File: src/rtl/rsa_core_modx.sv
// Multi-mode modular arithmetic core: op 0 computes A mod N, op 1 computes (X*Y) mod N, one bit per clock.
// Optional quotient output mod_q is enabled by defining RSA_MOD_QUOT_EN.
module rsa_core_modx #(
    parameter int DATA_WIDTH = 8,
    parameter int A_WIDTH    = 2 * DATA_WIDTH
) (
    input  logic                  mod_clk,
    input  logic                  mod_rst,
    input  logic                  mod_start,
    input  logic                  mod_op,
    input  logic [A_WIDTH-1:0]    mod_a,
    input  logic [DATA_WIDTH-1:0] mod_x,
    input  logic [DATA_WIDTH-1:0] mod_y,
    input  logic [DATA_WIDTH-1:0] mod_n,
    output logic                  mod_busy,
    output logic                  mod_done,
    output logic                  mod_err,
`ifdef RSA_MOD_QUOT_EN
    output logic [A_WIDTH-1:0]    mod_q,
`endif
    output logic [DATA_WIDTH-1:0] mod_c
);

    localparam int CW = $clog2(A_WIDTH + 1);
    localparam int RW = DATA_WIDTH + 2;

    typedef enum logic [2:0] {
        ST_IDLE  = 3'd0,
        ST_CHECK = 3'd1,
        ST_RUN   = 3'd2,
        ST_DONE  = 3'd3,
        ST_ERROR = 3'd4
    } state_t;

    state_t                state_r;
    state_t                state_nxt_s;
    logic                  op_r;
    logic [A_WIDTH-1:0]    a_r;
    logic [DATA_WIDTH-1:0] x_r;
    logic [DATA_WIDTH-1:0] y_r;
    logic [DATA_WIDTH-1:0] n_r;
    logic [DATA_WIDTH:0]   r_r;
    logic [CW-1:0]         cnt_r;
    logic                  fin_r;
    logic                  fin_err_r;
`ifdef RSA_MOD_QUOT_EN
    logic [A_WIDTH-1:0]    q_r;
`endif

    logic                  accept_s;
    logic                  bad_s;
    logic [RW-1:0]         dbl_s;
    logic [RW-1:0]         red1_s;
    logic [RW-1:0]         add_s;
    logic [RW-1:0]         red2_s;
    logic                  sub1_s;
    logic [DATA_WIDTH:0]   r_nxt_s;

    assign accept_s = (state_r == ST_IDLE) && !mod_busy && mod_start;

    // Operand checks and one reduction step; a_r/y_r shift left so the current bit is always the MSB.
    always_comb begin
        bad_s   = (n_r == {DATA_WIDTH{1'b0}}) || (op_r && (x_r >= n_r));
        dbl_s   = {r_r, 1'b0} + {{(RW-1){1'b0}}, (!op_r && a_r[A_WIDTH-1])};
        sub1_s  = (dbl_s >= {2'b00, n_r});
        if (sub1_s) begin
            red1_s = dbl_s - {2'b00, n_r};
        end else begin
            red1_s = dbl_s;
        end
        add_s = red1_s + {2'b00, x_r};
        if (add_s >= {2'b00, n_r}) begin
            red2_s = add_s - {2'b00, n_r};
        end else begin
            red2_s = add_s;
        end
        if (op_r && y_r[DATA_WIDTH-1]) begin
            r_nxt_s = red2_s[DATA_WIDTH:0];
        end else begin
            r_nxt_s = red1_s[DATA_WIDTH:0];
        end
    end

    // Next-state logic.
    always_comb begin
        state_nxt_s = state_r;
        case (state_r)
            ST_IDLE: begin
                if (accept_s) begin
                    state_nxt_s = ST_CHECK;
                end else begin
                    state_nxt_s = ST_IDLE;
                end
            end
            ST_CHECK: begin
                if (bad_s) begin
                    state_nxt_s = ST_ERROR;
                end else begin
                    state_nxt_s = ST_RUN;
                end
            end
            ST_RUN: begin
                if (cnt_r == CW'(1)) begin
                    state_nxt_s = ST_DONE;
                end else begin
                    state_nxt_s = ST_RUN;
                end
            end
            ST_DONE:  state_nxt_s = ST_IDLE;
            ST_ERROR: state_nxt_s = ST_IDLE;
            default:  state_nxt_s = ST_IDLE;
        endcase
    end

    // State register.
    always_ff @(posedge mod_clk or posedge mod_rst) begin
        if (mod_rst) begin
            state_r <= ST_IDLE;
        end else begin
            state_r <= state_nxt_s;
        end
    end

    // Operand capture and the bit-serial datapath.
    always_ff @(posedge mod_clk or posedge mod_rst) begin
        if (mod_rst) begin
            op_r  <= 1'b0;
            a_r   <= {A_WIDTH{1'b0}};
            x_r   <= {DATA_WIDTH{1'b0}};
            y_r   <= {DATA_WIDTH{1'b0}};
            n_r   <= {DATA_WIDTH{1'b0}};
            r_r   <= {(DATA_WIDTH+1){1'b0}};
            cnt_r <= {CW{1'b0}};
`ifdef RSA_MOD_QUOT_EN
            q_r   <= {A_WIDTH{1'b0}};
`endif
        end else if (accept_s) begin
            op_r  <= mod_op;
            a_r   <= mod_a;
            x_r   <= mod_x;
            y_r   <= mod_y;
            n_r   <= mod_n;
            r_r   <= {(DATA_WIDTH+1){1'b0}};
            cnt_r <= mod_op ? CW'(DATA_WIDTH) : CW'(A_WIDTH);
`ifdef RSA_MOD_QUOT_EN
            q_r   <= {A_WIDTH{1'b0}};
`endif
        end else if (state_r == ST_RUN) begin
            r_r   <= r_nxt_s;
            cnt_r <= cnt_r - CW'(1);
            a_r   <= a_r << 1;
            y_r   <= y_r << 1;
`ifdef RSA_MOD_QUOT_EN
            q_r   <= (q_r << 1) | {{(A_WIDTH-1){1'b0}}, (sub1_s && !op_r)};
`endif
        end else begin
            r_r   <= r_r;
        end
    end

    // Output registers; results are issued one edge after leaving DONE/ERROR.
    always_ff @(posedge mod_clk or posedge mod_rst) begin
        if (mod_rst) begin
            fin_r     <= 1'b0;
            fin_err_r <= 1'b0;
            mod_busy  <= 1'b0;
            mod_done  <= 1'b0;
            mod_err   <= 1'b0;
            mod_c     <= {DATA_WIDTH{1'b0}};
`ifdef RSA_MOD_QUOT_EN
            mod_q     <= {A_WIDTH{1'b0}};
`endif
        end else begin
            fin_r     <= (state_r == ST_DONE) || (state_r == ST_ERROR);
            fin_err_r <= (state_r == ST_ERROR);
            mod_done  <= fin_r;
            if (accept_s) begin
                mod_busy <= 1'b1;
                mod_err  <= 1'b0;
            end else if (fin_r) begin
                mod_busy <= 1'b0;
                mod_err  <= fin_err_r;
                mod_c    <= fin_err_r ? {DATA_WIDTH{1'b1}} : r_r[DATA_WIDTH-1:0];
`ifdef RSA_MOD_QUOT_EN
                mod_q    <= fin_err_r ? {A_WIDTH{1'b1}} : (op_r ? {A_WIDTH{1'b0}} : q_r);
`endif
            end else begin
                mod_busy <= mod_busy;
            end
        end
    end

endmodule

File: config.mk
export PLATFORM = sky130hd
export DESIGN_NAME = rsa_core_modx
export DESIGN_NICKNAME = d
export VERILOG_FILES = /design/src/rtl/rsa_core_modx.sv
export SDC_FILE = /design/constraint.sdc
export NUM_CORES = 1
export LEC_CHECK = 0
export ABC_AREA = 1
export CAP_MARGIN = 40
export CORE_MARGIN = 2
export CORE_UTILIZATION = 56
export CTS_BUF_LIST = sky130_fd_sc_hd__clkbuf_8
export CTS_CLUSTER_SIZE = 8
export DETAILED_ROUTE_END_ITERATION = 6
export DONT_BUFFER_PORTS = 1
export PLACE_DENSITY = 0.71
export SLEW_MARGIN = 20
export SYNTH_ARGS = -nofsm -noshare
export SYNTH_HDL_FRONTEND = slang
export SYNTH_SLANG_ARGS = --single-unit
export TNS_END_PERCENT = 30
File: constraint.sdc
create_clock -name mod_clk -period 10.5 [get_ports mod_clk]
set_input_delay 2.1 -clock mod_clk [delete_from_list [all_inputs] [get_ports mod_clk]]
set_output_delay 2.1 -clock mod_clk [all_outputs]
set_load 0.1 [all_outputs]
Yosys cells after proc, flatten, opt, wreduce, memory -nomap -nowiden
Cells that the tools add are included.
{"block": "totals", "ff_bits": 71, "ram_bits": 0, "mem_bits_ro": 0, "memories": 0, "latchBits": 0, "inputBits": 44, "out_inout_bits": 11, "elab_cells": 63}
{"block": "classes", "n_div": 0, "shift": 0, "addsub": 5, "reduce_logical": 14, "eq_ne": 5, "bitwise_logic": 1, "order_cmp": 3, "multipliers": 0, "muxes": 21}
{"cell": "$mux W9", "count": 4}
{"cell": "$mux W16", "count": 2}
{"cell": "$mux W8", "count": 3}
{"cell": "$ge A10 B8 Y1", "count": 2}
{"cell": "$mux W5", "count": 3}
{"cell": "$add A10 B1 Y10", "count": 1}
{"cell": "$add A10 B8 Y10", "count": 1}
{"cell": "$mux W10", "count": 1}
{"cell": "$sub A10 B8 Y10", "count": 1}
{"cell": "$pmux W3 S3", "count": 1}
{"cell": "$sub A9 B8 Y9", "count": 1}
{"cell": "$ge A8 B8 Y1", "count": 1}
{"cell": "$logic_not A8 Y1", "count": 1}
{"cell": "$eq A3 B2 Y1 const B", "count": 2}
{"cell": "$mux W1", "count": 6}
{"cell": "$eq A5 B1 Y1 const B", "count": 1}
{"cell": "$logic_and A1 B1 Y1", "count": 5}
{"cell": "$sub A5 B1 Y5 const B", "count": 1}
{"cell": "$reduce_bool A2 Y1", "count": 2}
{"cell": "$eq A3 B1 Y1 const B", "count": 1}
{"cell": "$eq A3 B3 Y1 const B", "count": 1}
{"cell": "$logic_not A3 Y1", "count": 1}
{"cell": "$mux W3", "count": 1}
{"cell": "$logic_not A1 Y1", "count": 2}
{"cell": "other kinds (3)", "count": 4}

Depth between registers and ports, before layout
{"block": "depth", "ltp_word": 11, "ltp_mapped": 32}

Worst setup path before layout
Ideal clock, no wire load.
{"block": "synth_path", "path_type": "flip-flop to flip-flop", "start": "reg op_r", "end": "reg r_r[0]", "synth_period_minus_slack_ps": 4193, "required_time_ps": 10384, "setup_ps": 116, "stages_incl_launch_ff": 32, "path_buffers": 1, "slack_ps": 6307, "arrival_time_ps": 4076, "cell_sequence": "dfrtp_1 inv_1 nand2_1 ha_1 inv_1 fa_1 nand2_1 nand2_1 nand3_4 nand4_2 buf_2 nand2_1 o21ai_0 ha_1 nand2_1 inv_1 a21oi_1 nand2_1 or2_2 nand2_1 inv_1 ha_1 nand2_1 nor2_1 inv_1 o221ai_1 nor2_2 nand3_4 nand2_1 nand3_1 nand2_1 nand2_1"}
{"block": "synth_between", "elab_chain_len": 11}
{"element": "from (decl)", "line_no": "37", "text": "logic op_r;"}
{"element": "from (signal assigned)", "line_no": "138", "text": "op_r <= mod_op;"}
{"element": "$logic_not A1 Y1", "line_no": "64", "text": "dbl_s = {r_r, 1'b0} + {{(RW-1){1'b0}}, (!op_r && a_r[A_WIDTH-1])};"}
{"element": "$logic_and A1 B1 Y1", "line_no": "64"}
{"element": "$add A10 B1 Y10", "line_no": "64"}
{"element": "$sub A10 B8 Y10 / $ge A10 B8 Y1 (equally long branches)", "line_no": "67, 65"}
{"element": "$mux W10", "line_no": "66", "text": "if (sub1_s) begin"}
{"element": "$add A10 B8 Y10", "line_no": "71", "text": "add_s = red1_s + {2'b00, x_r};"}
{"element": "$sub A9 B8 Y9 / $ge A10 B8 Y1 (equally long branches)", "line_no": "73, 72"}
{"element": "$mux W9", "line_no": "72", "text": "if (add_s >= {2'b00, n_r}) begin"}
{"element": "$mux W9 *", "line_no": "77", "text": "if (op_r && y_r[DATA_WIDTH-1]) begin"}
{"element": "$mux W9 *", "line_no": "148", "text": "end else if (state_r == ST_RUN) begin"}
{"element": "$mux W9 *", "line_no": "137", "text": "end else if (accept_s) begin"}
{"element": "to (signal assigned)", "line_no": "143", "text": "r_r <= {(DATA_WIDTH+1){1'b0}};"}
{"element": "to (signal assigned)", "line_no": "149", "text": "r_r <= r_nxt_s;"}
{"element": "to (signal assigned)", "line_no": "157", "text": "r_r <= r_r;"}
{"element": "to (decl)", "line_no": "42", "text": "logic [DATA_WIDTH:0] r_r;"}
Mark *: on every way between the ends. The rest lies on a longest branch, timed or not. The select of a mux whose other input is x is not followed.
A chain may end at the register's enable or synchronous reset.

Final worst setup path
{"block": "layout_path", "start": "reg op_r", "end": "reg r_r[5]"}
The elaborated chain is that of the path after synthesis.

==> results.yml <==
status:
  status: "completed"
grt:
  grt_start_max_net_pins: 55
  grt_usage_pct: 28.2
  grt_pass1_wl_microns: 19500
  grt_pass1_vias: 3968
  antenna_found_initial: 0
  overflow: 0
flow_run:
  maxCapViolations: 0
placed_design:
  globalplace.congestion: 1.04
  io_buffers: 0
  dp_hpwl_microns: 8900
  place_ws_ps: 5600
  dp.cells: 717
timing:
  setup_tns_ps: 0
  fmax_mhz: 197
  rsz0062_at_grt: "no"
  hold_viol_final: 0
  drv_slew: 0
  finClkSkew_ps: 11.0
  period_minus_slack_ps: 5070
  fin_crit_sh_pct: 48.3
  relSlewSlack_pct: 40.6
  fin_ws_ps: 5430
  worst_pin_slew_ps: 892
  setup_viol: 0
routing:
  vias: 4206
  drtPass1Iterations: 6
  routed_wl_microns: 12100
  avgRoutedWirePerCell_microns: 16.2
  drt-initial-drc-count: 210
  drc: 0
  drtAntennaViolNets: 0
  via_per_inst: 5.62
clocking:
  cts-root-buf: "clkbuf_8"
  cts_hold_buf: 0
  htree_num_levels: 3
  clock_latency_ps: 350
  cts.sinks: 71
  cts_made_buffers: 9
  clockBufferDepth: 2
  clkTransAtPathRegs_ps: 90
  postCtsSetupRepairBufs: 0
  tritoncts: "built"
  post_cts_resized: 0
worst_setup_path:
  cp-startpoint: "op_r"
  crit_path_end_kind: "flop"
  slowest_stage: "fa_1"
  cpLargestDelayFamily: "simple AND/OR/NAND/NOR gates"
  r2r-start: "op_r"
  cp_common_cell: "nand2_1"
  cp.required_ps: 10740
  max_stage_delay_ps: 400
  path_buf_inv: 4
  path_max_fanout: 14
  crit_type: "reg -> reg"
  start_kind: "flop"
  worstPathArrival_ps: 5320
die:
  fp-row-count: 33
  start_util_pct: 57.2
  fp.dieH_microns: 95.1
  dieArea_sq_um: 9050
  die_w_microns: 95.1
  io-pin-count: 55
  core_region_area_sq_um: 8130
synthesis:
  syn_area_per_cell_sq_um: 7.53
  ys_warn_count: 0
  syn_nets: 700
  synth_edf_count: 0
  netlist_area_sq_um: 4650
  synthArstFlopShare_pct: 100
  ys_ff_latch: 71
  synth_top_flop_cell: "dfrtp_1"
  synth.distinct_cells: 41
  syn_inst: 618
  yosysSeqAreaShare_pct: 38.2
cells_and_area:
  fin_nets: 720
  fillerInstances: 671
  drive_gt1_share_pct: 8.55
  final_cells: 748
  antennaDiodeCount: 0
  area_growth_pct: 12.7
  fin_util_pct: 64.5
worst_hold_path:
  min_path_type: "reg -> reg"
  hold_start: "fin_r"
==> state kept, by name, summed over array words and instances, names as in the netlist <==
register   cells
n_r            8
x_r            8
r_r            9
cnt_r          5
op_r           1
mod_busy       1
state_r        3
mod_c          8
fin_r          1
fin_err_r      1
a_r           16
y_r            8
mod_done       1
mod_err        1
==> per-stage QoR <==
stage | instance area [sq um] | hold WS [ps]
2_1_floorplan | 4650 | 369
3_3_place_gp | 4740 | 390
3_5_place_dp | 4860 | 385
4_1_cts | 5040 | 409
5_1_grt | 5240 | 445
6_report | 5240 | 410
==> synth_stat cells (4+ instances only) <==
cell / n / area share (%)
nand2_1: 206 / 17
xor2_1: 7 / 1.3
xnor2_1: 10 / 1.9
o21ai_0: 31 / 3.3
nor2_1: 28 / 2.3
inv_1: 75 / 6.1
clkbuf_1: 10 / 0.81
a31oi_1: 9 / 1.2
dfrtp_1: 71 / 38
a21oi_1: 24 / 2.6
nand3_1: 40 / 4.3
ha_1: 35 / 9.4
o211ai_1: 4 / 0.65
o21ai_1: 4 / 0.43
nand4_1: 15 / 2.0
==> worst register-to-register path: cells and delay by family, from the launching register on <==
kind | cells | cell delay, ps
and+or+nand+nor | 18 | 2370
buffers and inverters | 4 | 290
DFF | 1 | 360
AOI/OAI and AO/OA | 3 | 740
adders and majority gates | 4 | 1210
==> logic make-up (layout without fill, tap and decap cells) <==
family                     Yosys count  count (layout)  synth area share (%)
buffers and inverters               93             118                  7.72
AOI/OAI and AO/OA                   84              84                  10.2
adders and majority gates           38              38                  10.7
and+or+nand+nor                    315             315                  30.0
xor gates and xnor gates            17              17                  3.20
DFF                                 71              71                  38.2
==> final timing paths <==
check                      slack, ps  cells after the start        to
max                             5430                     29    r_r[5]
min                              410                      0  mod_done
max reg2reg                     5430                     29    r_r[5]
min reg2reg                      410                      0  mod_done
max in group asynchronous       8210                      3    a_r[8]
min in group asynchronous       1710                      2  mod_c[5]
==> final cells by class <==
class | count | area (sq um) | share of cell area [%]
well taps | 105 | 131 | 2.51
multi-input cells | 454 | 2520 | 48.1
flip-flops and latches | 71 | 1780 | 33.9
clock buffers | 10 | 138 | 2.62
clock inverters | 6 | 42.5 | 0.811
repair buffers | 25 | 343 | 6.54
inverters | 77 | 289 | 5.51
==> per-layer routing <==
metal / wire, microns / track usage [%] / part of all wire [%]
met4: 487 / 13.5 / 4.0
met1: 5190 / 37.4 / 43
met3: 640 / 5.53 / 5.3
met2: 5810 / 44.3 / 48
met5: 0 / 0 / 0
==> layout by cell type, fill, tap and decap left out, types with 3 or more instances in the layout <==
| cell type | count |
|---|---|
| buf_1 | 3 |
| nor2_4 | 3 |
| clkbuf_8 | 10 |
| fa_1 | 3 |
| xor2_1 | 7 |
| nand2_2 | 3 |
| dfrtp_1 | 71 |
| clkbuf_16 | 5 |
| a21oi_1 | 24 |
| o211ai_1 | 4 |
| xnor2_1 | 10 |
| ha_1 | 35 |
| nand3_2 | 3 |
| inv_2 | 3 |
| buf_16 | 4 |
| clkbuf_1 | 7 |
| o21ai_1 | 4 |
| o21ai_0 | 31 |
| nand2_1 | 206 |
| o22ai_1 | 3 |
| nor2_1 | 27 |
| nand4_1 | 15 |
| a31oi_1 | 9 |
| inv_1 | 74 |
| or2_2 | 3 |
| buf_4 | 4 |
| nor4_1 | 3 |
| nand3_1 | 40 |
Power is left out: the tool's default activity adds up to more than one toggle a clock period on the data nets, which glitch-free logic cannot reach.
==> patch 1: new RTL, same settings <==
Re-encode `state_t` (5 states) as Gray code, 3 bits wide.
--- a/src/rtl/rsa_core_modx.sv
+++ b/src/rtl/rsa_core_modx.sv
@@ -25,11 +25,11 @@
     localparam int RW = DATA_WIDTH + 2;
 
     typedef enum logic [2:0] {
-        ST_IDLE  = 3'd0,
-        ST_CHECK = 3'd1,
-        ST_RUN   = 3'd2,
-        ST_DONE  = 3'd3,
-        ST_ERROR = 3'd4
+        ST_IDLE  = 3'b000,
+        ST_CHECK = 3'b001,
+        ST_RUN   = 3'b011,
+        ST_DONE  = 3'b010,
+        ST_ERROR = 3'b110
     } state_t;
 
     state_t                state_r;
Formal check against the unedited RTL: same outputs for any inputs over 10 cycles, from zero or initial values and one cycle with mod_rst high; not proved beyond that.
==> patch 1 against the unedited design <==
Clock skew fell by 0.0044 ns. Routed wire length decreased by 6.7%. Setup slack improved by 0.37 ns. Critical path depth rose by 1. Critical path type unchanged. Sequential cell count did not move. Utilization increased by 0.62 points. Area after synthesis is 2.0% higher. Final area increased by 2.0%. Count of clock-buffer cells in the layout stayed put. Via count decreased by 1.4%.
Power is not shown: default switching activity piles up to over one toggle a cycle in this logic, so the estimate is an artifact.
==> patch 1: results (changes against the unedited design) <==
- Cell types with the highest counts after synthesis: sky130_fd_sc_hd__nand2_1, sky130_fd_sc_hd__dfrtp_1, sky130_fd_sc_hd__inv_1, sky130_fd_sc_hd__nand3_1, sky130_fd_sc_hd__ha_1 (was sky130_fd_sc_hd__nand2_1, sky130_fd_sc_hd__inv_1, sky130_fd_sc_hd__dfrtp_1, sky130_fd_sc_hd__nand3_1, sky130_fd_sc_hd__ha_1)
- Share of synthesized area occupied by flip-flops and latches: 0.374 (was 0.382)
- Port buffer count: 0 (unchanged)
- Vias per cell: 5.50 (was 5.62)
- Clock buffer count from CTS: 9 (unchanged)
- CTS root buf: sky130_fd_sc_hd__clkbuf_8 (unchanged)
- Number of DRC violations after detailed-routing iteration 0: 297 (was 210)
- First-pass GRT wire length: 18.6 mm (was 19.5 mm)
- Registers with the most flip-flops: a_r: 16 flops, r_r: 9 flops (unchanged)
- Proportion of layout cells with a drive suffix above 1: 0.0955 (was 0.0855)
- Largest cells by area after synthesis: sky130_fd_sc_hd__dfrtp_1, sky130_fd_sc_hd__nand2_1, sky130_fd_sc_hd__ha_1 (unchanged)
- Final #Nets: 726 (was 720)
- Highest-delay cell along the critical path: sky130_fd_sc_hd__fa_1 (unchanged)
- Number of fillers in the final layout: 680 (was 671)
- Leading area contributor after synthesis: sky130_fd_sc_hd__dfrtp_1 (unchanged)
- Antenna violations before repair: 0 (unchanged)
- # H-tree levels: 3 (unchanged)
- CP Max Fanout: 10 (was 14)
- Crit path largest cell delay: 0.43 ns (was 0.40 ns)
- Largest net degree at the start of global routing: 49 (was 55)
- Ant. Diodes: 0 (unchanged)
- Routability Congestion: 0.969 (was 1.04)
- Syn_nets: 708 (was 700)
- Clock insertion delay at the later pin of the skew report: about 0.36 ns
- Worst max-slew margin expressed relative to the limit: 0.404 (was 0.406)
- Cells resized by post-CTS repair: 0 (unchanged)
- Largest clock skew in the final design: 0.00657 ns (was 0.0110 ns)
- Clock-pin slew on the worst setup and hold paths: around 0.080 ns
- Yosys warning count: 0 (unchanged)
- Number of iterations in the first detailed-routing pass: 5 (was 6)
- Worst min path class: reg -> reg (unchanged)
- Total half-perimeter wirelength after legalization and detailed placement: 8.47 mm (was 8.90 mm)
- Vias in the first global route: 3971 (was 3968)
- Count of cell types in the netlist: 43 (was 41)
- Drt total wl: 11.3 mm (was 12.1 mm)
- Arrival time reported for the critical path endpoint: 4.96 ns (was 5.32 ns)
- Status: completed (unchanged)
- Clock buffer depth: 2 (unchanged)
- Most used flip-flop cell after synthesis: sky130_fd_sc_hd__dfrtp_1 (unchanged)
- Post CTS Setup Buffer Count: 0 (unchanged)
- GRT Overall Usage: 0.266 (was 0.282)
- Cell family contributing the most delay on the critical path: simple AND/OR/NAND/NOR gates (unchanged)
- Post-synth ARST share: 1.00 (unchanged)
[patch 1: cell types whose count changed after synthesis, moves of 3 or more]
cell                      change
sky130_fd_sc_hd__a21oi_1      -3
sky130_fd_sc_hd__a31oi_1      -6
sky130_fd_sc_hd__inv_1       -12
sky130_fd_sc_hd__nand2_2      +9
sky130_fd_sc_hd__o21ai_1      -4
sky130_fd_sc_hd__nand2_1     +15
sky130_fd_sc_hd__nand3_1      +7
[patch 1: metal layers]
metal	track usage	wire, um	vias up	part of all wire
met3	0.0525	628	28	0.055
met2	0.431	5480	114	0.48
met1	0.348	4900	1940	0.43
met5	0	0	-	0
met4	0.113	314	0	0.028
li1	-	-	2065	-
[patch 1: cell families (layout without fill, tap and decap cells)]
group	Yosys count	count (layout)	share of synthesized area
compound gates	68	68	0.0791
mux	1	1	0.00211
buf+inv	82	105	0.0701
simple gates	349	349	0.338
fa+ha+maj	38	38	0.105
flops	71	71	0.374
xor+xnor	17	17	0.0314
[patch 1: final timing paths]
check	depth (start not counted)	slack, ns	start	end
setup / recovery	30	5.79	op_r$_DFFE_PP0P_	r_r[0]$_DFFE_PP0P_
hold / removal	0	0.45	fin_r$_DFF_PP0_	mod_done$_DFF_PP0_
setup reg to reg	30	5.79	op_r$_DFFE_PP0P_	r_r[0]$_DFFE_PP0P_
hold reg to reg	0	0.45	fin_r$_DFF_PP0_	mod_done$_DFF_PP0_
max in group asynchronous	3	8.26	mod_rst	r_r[8]$_DFFE_PP0P_
min in group asynchronous	2	1.68	mod_rst	cnt_r[2]$_DFFE_PP0P_
[patch 1: area by class of cell]
type	instances	area share
clock buffers	10	0.0257
repair buffers	22	0.0533
multi-input cells	473	0.493
flip-flops and latches	71	0.332
inverters	67	0.0496
clock inverters	6	0.0218
well taps	105	0.0246
[patch 1: stage by stage]
stage                     hold slack [ns]  area (sq um)  utilization  worst slack, ns  std cells
after global routing                0.466          5350        0.651             5.31        754
after floorplan                     0.409          4740            -             6.36        626
after global placement              0.427          4820        0.587             5.98        718
final                               0.448          5350        0.651             5.79        754
after CTS                           0.450          5190        0.632             5.81        741
after detailed placement            0.424          4940        0.601             5.83        725
==> patch 2: new RTL, same flow settings <==
Made on the original files. The parameter `DATA_WIDTH` goes from 8 to 16.
--- a/src/rtl/rsa_core_modx.sv
+++ b/src/rtl/rsa_core_modx.sv
@@ -1,7 +1,7 @@
 // Multi-mode modular arithmetic core: op 0 computes A mod N, op 1 computes (X*Y) mod N, one bit per clock.
 // Optional quotient output mod_q is enabled by defining RSA_MOD_QUOT_EN.
 module rsa_core_modx #(
-    parameter int DATA_WIDTH = 8,
+    parameter int DATA_WIDTH = 16,
     parameter int A_WIDTH    = 2 * DATA_WIDTH
 ) (
     input  logic                  mod_clk,
Ports: changed (5 resized); port bits go from 55 to 103. The function was not compared with the original's and may differ.
==> patch 2 against the unedited design <==
Routed wire length increased by 100%. Area after synthesis increased by 93%. Clock skew increased by 0.0065 ns. Synthesized cell count increased by 100%. Final area increased by 87%. Worst hold slack improved by 0.035 ns. Sequential cell count increased by 57. Setup slack got worse by 1.0 ns.
Power is left out: the tool's default activity adds up to more than one toggle a clock period on the data nets, which glitch-free logic cannot reach.
==> patch 2: results (changes against the unedited design) <==
- Status: completed (unchanged)
- GRT Overall Usage: 0.292 (was 0.282)
- Global routing met3 resource utilization: 0.0586 (was 0.0553)
- Vias in the first global route: 7620 (was 3968)
- Number of fillers in the final layout: 1474 (was 671)
- Registers with the most flip-flops: a_r: 32 flops, r_r: 17 flops (was a_r: 16 flops, r_r: 9 flops)
- Register-to-register path setup slack: 4.39 ns (was 5.43 ns)
- Cell types with the highest counts after synthesis: sky130_fd_sc_hd__nand2_1, sky130_fd_sc_hd__inv_1, sky130_fd_sc_hd__dfrtp_1, sky130_fd_sc_hd__o21ai_0, sky130_fd_sc_hd__nand3_1 (was sky130_fd_sc_hd__nand2_1, sky130_fd_sc_hd__inv_1, sky130_fd_sc_hd__dfrtp_1, sky130_fd_sc_hd__nand3_1, sky130_fd_sc_hd__ha_1)
- Clock insertion delay at the later pin of the skew report: 0.46 ns (was 0.35 ns)
- Met1 layer usage reported by global route: 0.420 (was 0.374)
- Worst slew pin tran: 0.930 ns (was 0.892 ns)
- Drt total wl: 24.3 mm (was 12.1 mm)
- Multi-input comb cells: 933 (was 454)
- Area share of xor/xnor cells in the synthesized design: 0.0342 (was 0.0320)
- Syn_nets: 1400 (was 700)
- Length of routed met3 wiring: 1.54 mm (was 640 um)
- Non-clock inverter count in the final layout: 142 (was 77)
- Met2 Use GR: 0.438 (was 0.443)
- Arrival time reported for the critical path endpoint: 6.46 ns (was 5.32 ns)
- Clock Buffer Count: 17 (was 10)
- Proportion of layout cells with a drive suffix above 1: 0.0567 (was 0.0855)
- Highest-delay cell along the critical path: sky130_fd_sc_hd__and2_1 (was sky130_fd_sc_hd__fa_1)
- Largest cells by area after synthesis: sky130_fd_sc_hd__dfrtp_1, sky130_fd_sc_hd__nand2_1, sky130_fd_sc_hd__ha_1 (unchanged)
- Buffering overhead: 0.0395 (was 0.0654)
- Non-CTS buffers: 34 (was 25)
- Total area of sequential cells: 0.00320 sq mm (was 0.00178 sq mm)
- First-pass GRT wire length: 38.4 mm (was 19.5 mm)
- Routability Congestion: 0.981 (was 1.04)
- Count of cell types in the netlist: 44 (was 41)
- Total half-perimeter wirelength after legalization and detailed placement: 18.7 mm (was 8.90 mm)
- Fraction of the mapped netlist area in compound gates: 0.136 (was 0.102)
- Vias per cell: 5.58 (was 5.62)
- # clock sinks: 128 (was 71)
- Share of synthesized area occupied by flip-flops and latches: 0.358 (was 0.382)
- Crit path largest cell delay: 0.57 ns (was 0.40 ns)
- Met1 routed wirelength after detailed routing: 11.4 mm (was 5.19 mm)
- CP Max Fanout: 17 (was 14)
- Fraction of area in clock buffers and inverters: 0.0386 (was 0.0344)
- Largest clock skew in the final design: 0.0174 ns (was 0.0110 ns)
- Number of DRC violations after detailed-routing iteration 0: 560 (was 210)
- # H-tree levels: 4 (was 3)
- Synth Area in Adders: 0.0989 (was 0.107)
- Multi-input gate area in the final layout: 0.00504 sq mm (was 0.00252 sq mm)
==> patch 2: cell types whose count changed after synthesis, moves of 26 or more <==
cell,before,now
sky130_fd_sc_hd__dfrtp_1,71,128
sky130_fd_sc_hd__a21oi_1,24,58
sky130_fd_sc_hd__nand2_1,206,429
sky130_fd_sc_hd__clkbuf_1,10,36
sky130_fd_sc_hd__o21ai_0,31,70
sky130_fd_sc_hd__ha_1,35,66
sky130_fd_sc_hd__nand3_1,40,68
sky130_fd_sc_hd__nor2_1,28,55
sky130_fd_sc_hd__o211ai_1,4,44
sky130_fd_sc_hd__inv_1,75,138
==> patch 2: stage by stage <==
step	area, sq um	setup slack [ns]	std cells	util	hold WS [ns]
6_report	9820	4.39	1485	0.623	0.444
5_1_grt	9820	3.79	1485	0.623	0.468
4_1_cts	9750	4.49	1474	0.619	0.449
3_5_place_dp	9380	4.55	1442	0.594	0.428
3_3_place_gp	9100	4.54	1425	0.577	0.407
2_1_floorplan	8960	4.99	1247	-	0.389
